### config.mk
export PLATFORM = sky130hd
export DESIGN_NAME = pipeline_hazard_ctrl_flat
export DESIGN_NICKNAME = d
export VERILOG_FILES = /design/src/rtl/pipeline_hazard_ctrl_pkg.sv /design/src/rtl/pipeline_hazard_ctrl_if.sv /design/src/rtl/pipeline_hazard_ctrl_fwd.sv /design/src/rtl/pipeline_hazard_ctrl.sv /design/src/flat_wrapper.sv
export SDC_FILE = /design/constraint.sdc
export NUM_CORES = 1
export LEC_CHECK = 0
export ABC_CLOCK_PERIOD_IN_PS = 3000
export BUFFER_PORTS_ARGS = -buffer_cell sky130_fd_sc_hd__buf_4
export CORE_AREA = 2 2 69 71
export CTS_BUF_LIST = sky130_fd_sc_hd__clkbuf_4 sky130_fd_sc_hd__clkbuf_8
export DETAILED_ROUTE_END_ITERATION = 10
export DIE_AREA = 0 0 71 73
export GPL_ROUTABILITY_DRIVEN = 1
export GPL_TIMING_DRIVEN = 0
export PLACE_DENSITY_LB_ADDON = 0.08
export SLEW_MARGIN = 20
export SYNTH_ARGS = -nofsm -noshare
export SYNTH_HDL_FRONTEND = slang
export SYNTH_SLANG_ARGS = --single-unit
### constraint.sdc
create_clock -name clk -period 3 [get_ports clk]
set_input_delay 0.15 -clock clk [delete_from_list [all_inputs] [get_ports clk]]
set_output_delay 0.15 -clock clk [all_outputs]
set_load 0.1 [all_outputs]
### src/rtl/pipeline_hazard_ctrl_pkg.sv
// Shared types and constants for the pipeline hazard controller.
// The state enum, forwarding select codes and the load result-source code live here.
package pipe_ctrl_pkg;

    typedef enum logic {
        RUN      = 1'b0,
        MEM_WAIT = 1'b1
    } memstate_t;

    localparam logic [1:0] FWD_RF      = 2'b00;
    localparam logic [1:0] FWD_WB      = 2'b01;
    localparam logic [1:0] FWD_MEM     = 2'b10;
    localparam logic [1:0] RESULT_LOAD = 2'b01;

endpackage

### src/rtl/pipeline_hazard_ctrl_if.sv
// Bundle of pipeline control fields observed by the hazard controller and the
// stall/flush/forward controls it returns to the datapath.
interface pipeline_hazard_ctrl_if;

    logic [4:0]  Rs1D, Rs2D, Rs1E, Rs2E, RdE, RdM, RdW;
    logic [1:0]  ResultSrcE;
    logic        PCSrcE, RegWriteM, MemReqM, MemReadyM, RegWriteW;
    logic        StallF, StallD, StallE, StallM;
    logic        FlushD, FlushE, FlushW;
    logic [1:0]  ForwardAE, ForwardBE;
    logic        MemErr;
    logic [31:0] StallCnt, FlushCnt;

    modport master (
        output Rs1D, Rs2D, Rs1E, Rs2E, RdE, RdM, RdW, ResultSrcE,
               PCSrcE, RegWriteM, MemReqM, MemReadyM, RegWriteW,
        input  StallF, StallD, StallE, StallM, FlushD, FlushE, FlushW,
               ForwardAE, ForwardBE, MemErr, StallCnt, FlushCnt
    );

    modport slave (
        input  Rs1D, Rs2D, Rs1E, Rs2E, RdE, RdM, RdW, ResultSrcE,
               PCSrcE, RegWriteM, MemReqM, MemReadyM, RegWriteW,
        output StallF, StallD, StallE, StallM, FlushD, FlushE, FlushW,
               ForwardAE, ForwardBE, MemErr, StallCnt, FlushCnt
    );

endinterface

### src/rtl/pipeline_hazard_ctrl_fwd.sv
// EX operand forwarding selection for both ALU operands.
// A Memory-stage producer takes priority over a Writeback-stage producer.
module forward_unit
    import pipe_ctrl_pkg::*;
(
    input  logic [4:0] i_rs1E,
    input  logic [4:0] i_rs2E,
    input  logic [4:0] i_rdM,
    input  logic       i_regWriteM,
    input  logic [4:0] i_rdW,
    input  logic       i_regWriteW,
    output logic [1:0] o_fwdA,
    output logic [1:0] o_fwdB
);

    function automatic logic [1:0] selectSource(
        input logic [4:0] rs,
        input logic [4:0] rdM,
        input logic       regWriteM,
        input logic [4:0] rdW,
        input logic       regWriteW
    );
        if (regWriteM && (rdM != 5'd0) && (rdM == rs))
            return FWD_MEM;
        else if (regWriteW && (rdW != 5'd0) && (rdW == rs))
            return FWD_WB;
        else
            return FWD_RF;
    endfunction

    assign o_fwdA = selectSource(i_rs1E, i_rdM, i_regWriteM, i_rdW, i_regWriteW);
    assign o_fwdB = selectSource(i_rs2E, i_rdM, i_regWriteM, i_rdW, i_regWriteW);

endmodule

### src/rtl/pipeline_hazard_ctrl.sv
// Central stall/flush/forward controller with a data-memory wait FSM and timeout.
// Define PIPE_PERF_CNT_EN to build the stall and flush performance counters.
module pipeline_hazard_ctrl
    import pipe_ctrl_pkg::*;
#(
    parameter int MEM_TIMEOUT = 16
) (
    input logic                   clk,
    input logic                   rst,
    pipeline_hazard_ctrl_if.slave bus
);

    localparam int CW = $clog2(MEM_TIMEOUT + 1);

    memstate_t     r_state, w_nextState;
    logic [CW-1:0] r_cnt, w_nextCnt;
    logic          r_memErr;
    logic          w_timeout, w_memstall, w_lu;
    logic          w_stallF, w_stallD, w_stallE, w_stallM;
    logic          w_flushD, w_flushE, w_flushW;
    logic [1:0]    w_fwdA, w_fwdB;

    assign w_timeout  = (r_state == MEM_WAIT) && (r_cnt == CW'(MEM_TIMEOUT));
    assign w_memstall = bus.MemReqM && !bus.MemReadyM && !w_timeout;
    assign w_lu       = (bus.ResultSrcE == RESULT_LOAD) && (bus.RdE != 5'd0) &&
                        ((bus.RdE == bus.Rs1D) || (bus.RdE == bus.Rs2D));

    always_ff @(posedge clk) begin
        if (rst) begin
            r_state  <= RUN;
            r_cnt    <= '0;
            r_memErr <= 1'b0;
        end else begin
            r_state <= w_nextState;
            r_cnt   <= w_nextCnt;
            if (w_timeout)
                r_memErr <= 1'b1;
        end
    end

    // Leaving MEM_WAIT covers ready, timeout and a dropped request alike.
    always_comb begin
        w_nextState = r_state;
        w_nextCnt   = r_cnt;
        case (r_state)
            RUN: begin
                if (w_memstall) begin
                    w_nextState = MEM_WAIT;
                    w_nextCnt   = CW'(1);
                end
            end
            MEM_WAIT: begin
                if (w_memstall) begin
                    w_nextCnt = r_cnt + CW'(1);
                end else begin
                    w_nextState = RUN;
                    w_nextCnt   = '0;
                end
            end
            default: begin
                w_nextState = RUN;
                w_nextCnt   = '0;
            end
        endcase
    end

    // Memory stall outranks a taken branch, which outranks a load-use bubble.
    always_comb begin
        w_stallF = 1'b0;
        w_stallD = 1'b0;
        w_stallE = 1'b0;
        w_stallM = 1'b0;
        w_flushD = 1'b0;
        w_flushE = 1'b0;
        w_flushW = 1'b0;
        if (rst) begin
            w_flushD = 1'b1;
            w_flushE = 1'b1;
            w_flushW = 1'b1;
        end else if (w_memstall) begin
            w_stallF = 1'b1;
            w_stallD = 1'b1;
            w_stallE = 1'b1;
            w_stallM = 1'b1;
            w_flushW = 1'b1;
        end else if (bus.PCSrcE) begin
            w_flushD = 1'b1;
            w_flushE = 1'b1;
        end else if (w_lu) begin
            w_stallF = 1'b1;
            w_stallD = 1'b1;
            w_flushE = 1'b1;
        end
    end

    forward_unit u_fwd (
        .i_rs1E      (bus.Rs1E),
        .i_rs2E      (bus.Rs2E),
        .i_rdM       (bus.RdM),
        .i_regWriteM (bus.RegWriteM),
        .i_rdW       (bus.RdW),
        .i_regWriteW (bus.RegWriteW),
        .o_fwdA      (w_fwdA),
        .o_fwdB      (w_fwdB)
    );

    assign bus.StallF    = w_stallF;
    assign bus.StallD    = w_stallD;
    assign bus.StallE    = w_stallE;
    assign bus.StallM    = w_stallM;
    assign bus.FlushD    = w_flushD;
    assign bus.FlushE    = w_flushE;
    assign bus.FlushW    = w_flushW;
    assign bus.ForwardAE = rst ? FWD_RF : w_fwdA;
    assign bus.ForwardBE = rst ? FWD_RF : w_fwdB;
    assign bus.MemErr    = r_memErr;

`ifdef PIPE_PERF_CNT_EN
    logic [31:0] r_stallCnt, r_flushCnt;

    always_ff @(posedge clk) begin
        if (rst) begin
            r_stallCnt <= '0;
            r_flushCnt <= '0;
        end else begin
            if (w_stallF)
                r_stallCnt <= r_stallCnt + 32'd1;
            if (w_flushD || w_flushE || w_flushW)
                r_flushCnt <= r_flushCnt + 32'd1;
        end
    end

    assign bus.StallCnt = r_stallCnt;
    assign bus.FlushCnt = r_flushCnt;
`else
    assign bus.StallCnt = 32'd0;
    assign bus.FlushCnt = 32'd0;
`endif

endmodule
### src/flat_wrapper.sv
// flat-port wrapper written by rule: the top's interface ports become plain ports
module pipeline_hazard_ctrl_flat import pipe_ctrl_pkg::*;
#(
    parameter int MEM_TIMEOUT = 16
)
  (clk, rst, bus_Rs1D, bus_Rs2D, bus_Rs1E, bus_Rs2E, bus_RdE, bus_RdM, bus_RdW, bus_ResultSrcE, bus_PCSrcE, bus_RegWriteM, bus_MemReqM, bus_MemReadyM, bus_RegWriteW, bus_StallF, bus_StallD, bus_StallE, bus_StallM, bus_FlushD, bus_FlushE, bus_FlushW, bus_ForwardAE, bus_ForwardBE, bus_MemErr, bus_StallCnt, bus_FlushCnt);
  pipeline_hazard_ctrl_if bus_i ();
  input logic clk;
  input logic rst;
  input wire logic [$bits(bus_i.Rs1D)-1:0] bus_Rs1D;
  input wire logic [$bits(bus_i.Rs2D)-1:0] bus_Rs2D;
  input wire logic [$bits(bus_i.Rs1E)-1:0] bus_Rs1E;
  input wire logic [$bits(bus_i.Rs2E)-1:0] bus_Rs2E;
  input wire logic [$bits(bus_i.RdE)-1:0] bus_RdE;
  input wire logic [$bits(bus_i.RdM)-1:0] bus_RdM;
  input wire logic [$bits(bus_i.RdW)-1:0] bus_RdW;
  input wire logic [$bits(bus_i.ResultSrcE)-1:0] bus_ResultSrcE;
  input wire logic [$bits(bus_i.PCSrcE)-1:0] bus_PCSrcE;
  input wire logic [$bits(bus_i.RegWriteM)-1:0] bus_RegWriteM;
  input wire logic [$bits(bus_i.MemReqM)-1:0] bus_MemReqM;
  input wire logic [$bits(bus_i.MemReadyM)-1:0] bus_MemReadyM;
  input wire logic [$bits(bus_i.RegWriteW)-1:0] bus_RegWriteW;
  output wire logic [$bits(bus_i.StallF)-1:0] bus_StallF;
  output wire logic [$bits(bus_i.StallD)-1:0] bus_StallD;
  output wire logic [$bits(bus_i.StallE)-1:0] bus_StallE;
  output wire logic [$bits(bus_i.StallM)-1:0] bus_StallM;
  output wire logic [$bits(bus_i.FlushD)-1:0] bus_FlushD;
  output wire logic [$bits(bus_i.FlushE)-1:0] bus_FlushE;
  output wire logic [$bits(bus_i.FlushW)-1:0] bus_FlushW;
  output wire logic [$bits(bus_i.ForwardAE)-1:0] bus_ForwardAE;
  output wire logic [$bits(bus_i.ForwardBE)-1:0] bus_ForwardBE;
  output wire logic [$bits(bus_i.MemErr)-1:0] bus_MemErr;
  output wire logic [$bits(bus_i.StallCnt)-1:0] bus_StallCnt;
  output wire logic [$bits(bus_i.FlushCnt)-1:0] bus_FlushCnt;
  assign bus_i.Rs1D = bus_Rs1D;
  assign bus_i.Rs2D = bus_Rs2D;
  assign bus_i.Rs1E = bus_Rs1E;
  assign bus_i.Rs2E = bus_Rs2E;
  assign bus_i.RdE = bus_RdE;
  assign bus_i.RdM = bus_RdM;
  assign bus_i.RdW = bus_RdW;
  assign bus_i.ResultSrcE = bus_ResultSrcE;
  assign bus_i.PCSrcE = bus_PCSrcE;
  assign bus_i.RegWriteM = bus_RegWriteM;
  assign bus_i.MemReqM = bus_MemReqM;
  assign bus_i.MemReadyM = bus_MemReadyM;
  assign bus_i.RegWriteW = bus_RegWriteW;
  assign bus_StallF = bus_i.StallF;
  assign bus_StallD = bus_i.StallD;
  assign bus_StallE = bus_i.StallE;
  assign bus_StallM = bus_i.StallM;
  assign bus_FlushD = bus_i.FlushD;
  assign bus_FlushE = bus_i.FlushE;
  assign bus_FlushW = bus_i.FlushW;
  assign bus_ForwardAE = bus_i.ForwardAE;
  assign bus_ForwardBE = bus_i.ForwardBE;
  assign bus_MemErr = bus_i.MemErr;
  assign bus_StallCnt = bus_i.StallCnt;
  assign bus_FlushCnt = bus_i.FlushCnt;
  pipeline_hazard_ctrl #(.MEM_TIMEOUT(MEM_TIMEOUT)) u_core (.clk(clk), .rst(rst), .bus(bus_i));
endmodule
; After elaboration in Yosys (flattened, before gate mapping)
; Index checks and enable logic that the tools add are counted.
[totals]
input_bits = 44
regBits = 7
[classes]
reduce_logical = 17
add_sub_neg = 1
eq_ne = 9
n_mux = 22
n_bitwise = 1
[ops]
columns = op, n
row1 = $eq A5 B5 Y1, 6
row2 = $mux W1, 15
row3 = $reduce_bool A5 Y1, 3
row4 = $logic_and A1 B1 Y1, 11
row5 = $mux W5, 2
row6 = $pmux W5 S2, 1
row7 = $mux W2, 4
row8 = $add A5 B1 Y5 const B, 1
row9 = $eq A5 B5 Y1 const B, 1
row10 = $eq A2 B1 Y1 const B, 1
row11 = $logic_not A1 Y1, 2
row12 = $ne A2 B1 Y1 const B, 1
row13 = $logic_or A1 B1 Y1, 1
row14 = $not A1 Y1, 1

; Depth between registers and ports, before layout
; Gate-level depths: netlist of the first run.
[depth]
depth_word = 7
ltp_mapped = 6
ltp_nobuf = 6

; Cells and area by module
; From an unflattened synthesis of the first run, not the netlist that was laid out.
[hier_totals]
hier_cells = 169
area_unflattened_um2 = 1315.0
[modules_own_cells]
columns = mod, area_each_um2, instances, cells_each
row1 = pipeline_hazard_ctrl, 1057.3, 1, 135
row2 = forward_unit, 257.7, 1, 34

; Worst setup path after synthesis of the first run
; OpenSTA, ideal clock, no wires.
[synth_timing]
path_type = input-to-output
from = in rst
to = out bus_ForwardAE[1]
t_required_ns = 2.850
arrival_ns = 3.256
path_slack_ns = -0.406
path_stages = 2
path_cell_list = clkbuf_1 > nor4_1
[synth_between]
elab_chain_cells = 1
[synth_lines]
columns = element, line_no
row1 = from (decl), flat_wrapper.sv:9  ; input logic rst;
row2 = $mux W2, pipeline_hazard_ctrl.sv:114  ; assign bus.ForwardAE = rst ? FWD_RF : w_fwdA;
row3 = to (decl), flat_wrapper.sv:30  ; output wire logic [$bits(bus_i.ForwardAE)-1:0] bus_ForwardAE;
; No other way between the ends.

; Final worst setup path of the first run
[layout_timing]
from = reg u_core.r_cnt[0]
to = out bus_FlushE
[layout_between]
elab_chain_cells = 6
[layout_lines]
columns = element, line_no
row1 = from (decl), pipeline_hazard_ctrl.sv:16  ; logic [CW-1:0] r_cnt, w_nextCnt;
row2 = from (signal assigned), pipeline_hazard_ctrl.sv:35  ; r_cnt <= w_nextCnt;
row3 = $eq A5 B5 Y1, pipeline_hazard_ctrl.sv:23  ; assign w_timeout = (r_state == MEM_WAIT) && (r_cnt == CW'(MEM_TIMEOUT));
row4 = $logic_and A1 B1 Y1, pipeline_hazard_ctrl.sv:23
row5 = $logic_not A1 Y1, pipeline_hazard_ctrl.sv:24  ; assign w_memstall = bus.MemReqM && !bus.MemReadyM && !w_timeout;
row6 = $logic_and A1 B1 Y1, pipeline_hazard_ctrl.sv:24
row7 = $mux W1, pipeline_hazard_ctrl.sv:80  ; end else if (w_memstall) begin
row8 = $mux W1, pipeline_hazard_ctrl.sv:76  ; if (rst) begin
row9 = to (decl), flat_wrapper.sv:28  ; output wire logic [$bits(bus_i.FlushE)-1:0] bus_FlushE;
; No other way between the ends.

==> results of run 1 <==
==> tightest hold or removal path, stage by stage <==
cell	delay, ns
buf_4	0.12
clkbuf_1	0.22
nor2_1	0.14
==> where the power goes <==
part | internal [mW] | total, mW | switching (mW) | leakage, nW
logic | 0.132 | 0.581 | 0.449 | 1.06
registers | 0.0950 | 0.0964 | 0.00135 | 0.0567
clock network | 0.101 | 0.145 | 0.0442 | 0.0262
==> cells by family after synthesis <==
| kind of cell | after synthesis | synth area share (%) |
|---|---|---|
| mux | 1 | 0.8687 |
| buf+inv | 69 | 39.09 |
| fa+ha+maj | 2 | 1.930 |
| simple gates | 43 | 18.82 |
| flops | 7 | 10.81 |
| other cells | 1 | 0.2893 |
| xor+xnor | 30 | 20.27 |
| compound gates | 15 | 7.914 |
==> cell usage in the layout (no fill, tap or decap), types with 2 or more instances in the layout <==
cell type | synthesis | final
or4_1 | 5 | 5
o21ai_0 | 3 | 3
nor2_1 | 9 | 9
nand3b_1 | 2 | 2
nor2b_1 | 3 | 3
inv_1 | 2 | 2
nand3_1 | 5 | 5
nor3_1 | 4 | 4
xnor2_1 | 10 | 10
conb_1 | 1 | 64
buf_4 | 66 | 121
dfxtp_1 | 7 | 7
nor4_2 | 2 | 2
a22oi_1 | 2 | 2
nand2b_1 | 2 | 2
clkbuf_8 | 0 | 3
xor2_1 | 20 | 20
a31oi_1 | 2 | 2
nor4_1 | 2 | 2
nand2_1 | 6 | 6
ha_1 | 2 | 2
==> cell type report <==
cell class / count / area [µm²]
Buffer: 67 / 499.2
Clock buffer: 4 / 48.80
Inverter: 2 / 7.507
Tap cell: 54 / 67.56
Timing Repair Buffer: 55 / 412.9
Sequential cell: 7 / 140.1
Multi-Input combinational cell: 155 / 885.9
Fill cell: 475 / 2474
==> state kept, by name (all words and copies together), names as in the netlist <==
name / cells
u_core.r_state: 1
u_core.bus.MemErr: 1
u_core.r_cnt: 5
==> final timing paths <==
check / slack, ns / depth (start not counted) / to / from
setup / recovery: 0.78 / 7 / bus_FlushE / u_core.r_cnt[0]
hold / removal: 0.44 / 3 / u_core.r_cnt[0] / rst
setup reg to reg: 1.36 / 6 / u_core.r_cnt[0] / u_core.r_cnt[0]
hold reg to reg: 0.48 / 1 / u_core.bus.MemErr / u_core.bus.MemErr
==> routing by layer <==
layer,vias up,wire length [µm],track usage [%]
met3,4,264,1.657
met1,475,1091,11.86
met2,52,1508,20.46
met4,0,42,4.403
li1,668,-,-
met5,-,0,0
==> impl_results.md, run 1 <==
- Status: finished clean
- Final wirelength: 2906 µm
- Synth cell types: 33
- Top cells by instance count after synthesis: buf_4 (66), xor2_1 (20), xnor2_1 (10)
- Area after DPL: 2013 µm²
- Final Util: 45.46%
- Leakage: 1.139 nW
- CP required: 2.85 ns
- Layout overhead on the synthesized area: 59.07%
- Largest net degree at the start of global routing: 11
- Count leader, synth: buf_4
- Initial core utilization: 28.58%
- Fin. Hold Viols: 0
- Proportion of layout cells with a drive suffix above 1: 44.83%
- Post-synth EDFFs: 0
- Critical Path End Type: output port
- DIE HEIGHT: 73 µm
- FFs w/ async S/R, synth: 0%
- Synthesized cell area: 1296 µm²
- Residual DRC: 0
- Pwr Total: 0.8226 mW
- Setup CP Type: reg -> out
- CORE AREA: 4536 µm²
- Critical path cell sequence: inv_1, ha_1, nand4b_1, o21ai_0, a21o_1, o21bai_1, buf_4
- Final instance area: 2062 µm²
- Grt total ovfl: 0
- Worst-path maximum fanout: 6
- Post-cts repair resize count: 0
- CP max stage delay: 0.53 ns
- Initial DRC Count: 35
- Top_reg_cell synth: dfxtp_1
- Num CTS Buffers: 3
- Critical path arrival: 2.07 ns
- DP HPWL: 2691 µm
- Relative slew slack: 58.67%
- CTS root buffer: clkbuf_8
- First-pass GRT wire length: 4464 µm
- Top cells by area, synth: buf_4 (38%), xor2_1 (14%), dfxtp_1 (11%)
- Max-Cap Viols: 0
- Synth top area share: 38.22%
- Clock Pin Slew Worst Setup and Hold Paths: 0.04 ns
- Maximum clock rate: 0.4498 GHz
- Final clock skew: 0.004239 ns
- Final Max Slew Viols: 0
- Hold_ws: 0.4362 ns
- Post-CTS setup buffer count: 0
- # H-tree levels: 1
- RSZ-0062 raised after global routing: no
- Total Routing Usage GR: 10.75%
- Placement Setup Slack: 1.015 ns
- Crit path buf inv count: 2
- Synth Register Bits: 7
- VDD IR-drop max: 0.1908 mV
- Synth Instances: 168
- Clk_lat worst skew: 0.23 ns
- Dominant cell type by area after synthesis: buf_4
- Io pins: 120
- Final nets: 337
- PortBufs: 55
- Total die area: 5183 µm²
- Worst slew pin tran: 0.6135 ns
- Pwr dens: 398.9 nW/µm²
- Total Neg Setup Slack: 0 ns
- Synth warn: 0
- Vias: 1199
- Routed WL per cell: 8.448 µm
- Cell family with most CP delay: compound AO/OA/AOI/OAI gates
- Setup ws final: 0.7767 ns
- Non-Filler Instances: 344
- Vias in the first global route: 1053
- Post-layout minimum cycle time: 2.223 ns
- Diodes inserted: 0
- CTS tree: built
- # rows: 25
- CTS Sinks: 7
- Worst hold path class: in -> reg
- Final period util: 74.11%
- CP max stage cell: o21ai_0
- CTS hold repair buffers: 0
- Vias/cell: 3.485
- Gpl congestion: 0.7732
- Die width: 71 µm
- DP Cell Count: 340
- Post-synthesis sequential area ratio: 10.81%
- Syn_area_per_cell: 7.716 µm²
- Startpoint Class: flip-flop
- Clock buffer depth: 2
- Drt first pass iters: 4
- Endpoints failing setup: 0
- Initial antenna violation count: 0
- Antenna-violating nets left: 0
(Power assumes the default switching activity.)
==> run 2, diff against run 1 <==
Settings changed: ABC_CLOCK_PERIOD_IN_PS 3000 to 1900.
Clock period 3 ns to 1.9 ns, I/O delays scaled along.
==> run 2 against run 1 <==
Compared with the run above:
- sequential power up 58%
- critical path type unchanged
- critical endpoint unchanged
- first-iteration DRC count fell by 2.9%
- die area unchanged
==> impl_results.md, run 2 (synthesis gave the netlist of run 1 again) <==
- Status: finished clean
- Initial antenna violation count: 0 (unchanged)
- # rows: 25 (unchanged)
- CP required: 1.80 ns (-1.05 ns)
- Critical path arrival: 1.70 ns (-0.37 ns)
- Initial DRC Count: 34 (-2.9%)
- RSZ-0062 raised after global routing: no
- Initial core utilization: 28.58% (unchanged)
- Max FFs per register: 5 (unchanged)
- Setup CP Type: reg -> out
- Residual DRC: 0 (unchanged)
- Fill count: 449 (-5.5%)
- DIE HEIGHT: 73 µm (unchanged)
- Endpoints failing setup: 0 (unchanged)
- Fin. Hold Viols: 0 (unchanged)
- DP HPWL: 2646 µm (-1.7%)
- Startpoint Class: flip-flop
- Final Max Slew Viols: 0 (unchanged)
- Total Routing Usage GR: 10.64% (-0.12 points)
- Setup ws final: 0.1049 ns (-0.6718 ns)
- Io pins: 120 (unchanged)
- Die width: 71 µm (unchanged)
- Layout overhead on the synthesized area: 72.10%
- Post-layout minimum cycle time: 1.795 ns
- Grt total ovfl: 0 (unchanged)
- Reg2reg path depth: 8 (+2)
- Total die area: 5183 µm² (unchanged)
- CTS hold repair buffers: 0 (unchanged)
- CTS tree: built
- Final wirelength: 3011 µm (+3.6%)
- Proportion of layout cells with a drive suffix above 1: 49.83% (+5.0 points)
- Leakage: 1.177 nW (+3.3%)
- Worst-path maximum fanout: 5 (-1)
- Most frequent cells in the layout: buf_4 (119), conb_1 (64), xor2_1 (20), xnor2_1 (10), nor2_1 (8)
- Critical Path End Type: output port
- Num CTS Buffers: 3 (unchanged)
- Pwr dens: 597.3 nW/µm² (+50%)
- CP max stage cell: dfxtp_1
- First-pass GRT wire length: 4533 µm (+1.5%)
- Routed WL per cell: 8.677 µm (+2.7%)
- Critical path cell sequence: inv_2, ha_1, nand4b_1, o21ai_4, a21o_4, o21bai_4, buf_6
- Final instance area: 2231 µm² (+8.2%)
- PortBufs: 55 (unchanged)
- Maximum clock rate: 0.5571 GHz
- Final nets: 340 (+0.89%)
- CP max stage delay: 0.32 ns (-0.21 ns)
- Placement Setup Slack: 0.1225 ns (-0.8921 ns)
- Cell family with most CP delay: compound AO/OA/AOI/OAI gates
- Hold Crit Depth: 5 (+2)
- Final clock skew: 0.002759 ns (-0.001481 ns)
- Commonest non-fill, non-tap cell in the layout: buf_4
- Antenna-violating nets left: 0 (unchanged)
- WP depth: 7 (unchanged)
- Crit path buf inv count: 2 (unchanged)
- Hold_ws: 0.3406 ns (-0.09553 ns)
- Gpl congestion: 0.7392 (-4.4%)
- Pwr Total: 1.333 mW (+62%)
- VDD IR-drop max: 0.3107 mV (+63%)
- Vias/cell: 3.663 (+5.1%)
- Clock Pin Slew Worst Setup and Hold Paths: 0.04 ns (about the same)
- # H-tree levels: 1 (unchanged)
- Clock buffer depth: 2 (unchanged)
- Largest net degree at the start of global routing: 11 (unchanged)
- Worst slew pin tran: 0.6393 ns (+0.02588 ns)
- Drt first pass iters: 6 (+2)
- Area after DPL: 2128 µm² (+5.7%)
- Worst hold path class: in -> reg
- Vias in the first global route: 1065 (+1.1%)
- Biggest register: u_core.r_cnt
- CTS Sinks: 7 (unchanged)
- CTS root buffer: clkbuf_8
- Relative slew slack: 57.38% (-1.3 points)
- Clk_lat worst skew: 0.23 ns (about the same)
- Final period util: 94.48%
- Diodes inserted: 0 (unchanged)
- CORE AREA: 4536 µm² (unchanged)
- Max-Cap Viols: 0 (unchanged)
- Total Neg Setup Slack: 0 ns (unchanged)
- Vias: 1271 (+6.0%)
[run 2: path summary, 6_finish.rpt]
path	startpoint	end	slack, ns
worst max-delay path	u_core.r_cnt[0]	bus_FlushE	0.10
worst min register to register	u_core.bus.MemErr	u_core.bus.MemErr	0.49
worst max register to register	u_core.r_cnt[0]	u_core.r_cnt[1]	0.23
worst min-delay path	bus_MemReadyM	u_core.r_state	0.34
[run 2: final cells by class]
cell class | count | area [µm²] | share of cell area (%)
timing repair buffer | 58 | 459.2 | 20.58
multi-input combinational | 155 | 996.0 | 44.64
clock buffer | 4 | 48.80 | 2.187
buffer | 67 | 511.7 | 22.94
sequential | 7 | 140.1 | 6.282
inverter | 2 | 7.507 | 0.3365
tap | 54 | 67.56 | 3.029
[run 2: repair_timing]
action / CTS / global route
pin swaps: 1 / 1
endpoints found under the setup margin: 3 / 4
endpoints found under the hold margin: 0 / 0
buffers inserted: 2 / 1
gates resized for setup: 2 / 6
[run 2: power by group]
part	switching [mW]	internal (mW)	total [mW]
clock network	0.0661	0.160	0.226
registers	0.00234	0.150	0.152
logic	0.728	0.226	0.954
[run 2: metal layers]
layer | vias up | track usage [%] | wire [µm]
met3 | 2 | 4.282 | 409
met4 | 0 | 1.887 | 13
li1 | 678 | - | -
met2 | 83 | 17.96 | 1371
met5 | - | 0 | 0
met1 | 508 | 12.94 | 1217
[run 2: through the flow]
step	util, %	std cells
detailed placement	46.92	340
global route	49.19	347
global placement	46.92	340
CTS	48.58	346
finish	49.19	347
floorplan	-	231
[run 2: worst register-to-register path, stage by stage (launching register included)]
cell and delay (ns):
dfxtp_1 0.32, inv_2 0.06, ha_1 0.13, nand4b_1 0.16
buf_4 0.18, buf_4 0.12, o211a_1 0.27, a22oi_1 0.21
nor2_1 0.06
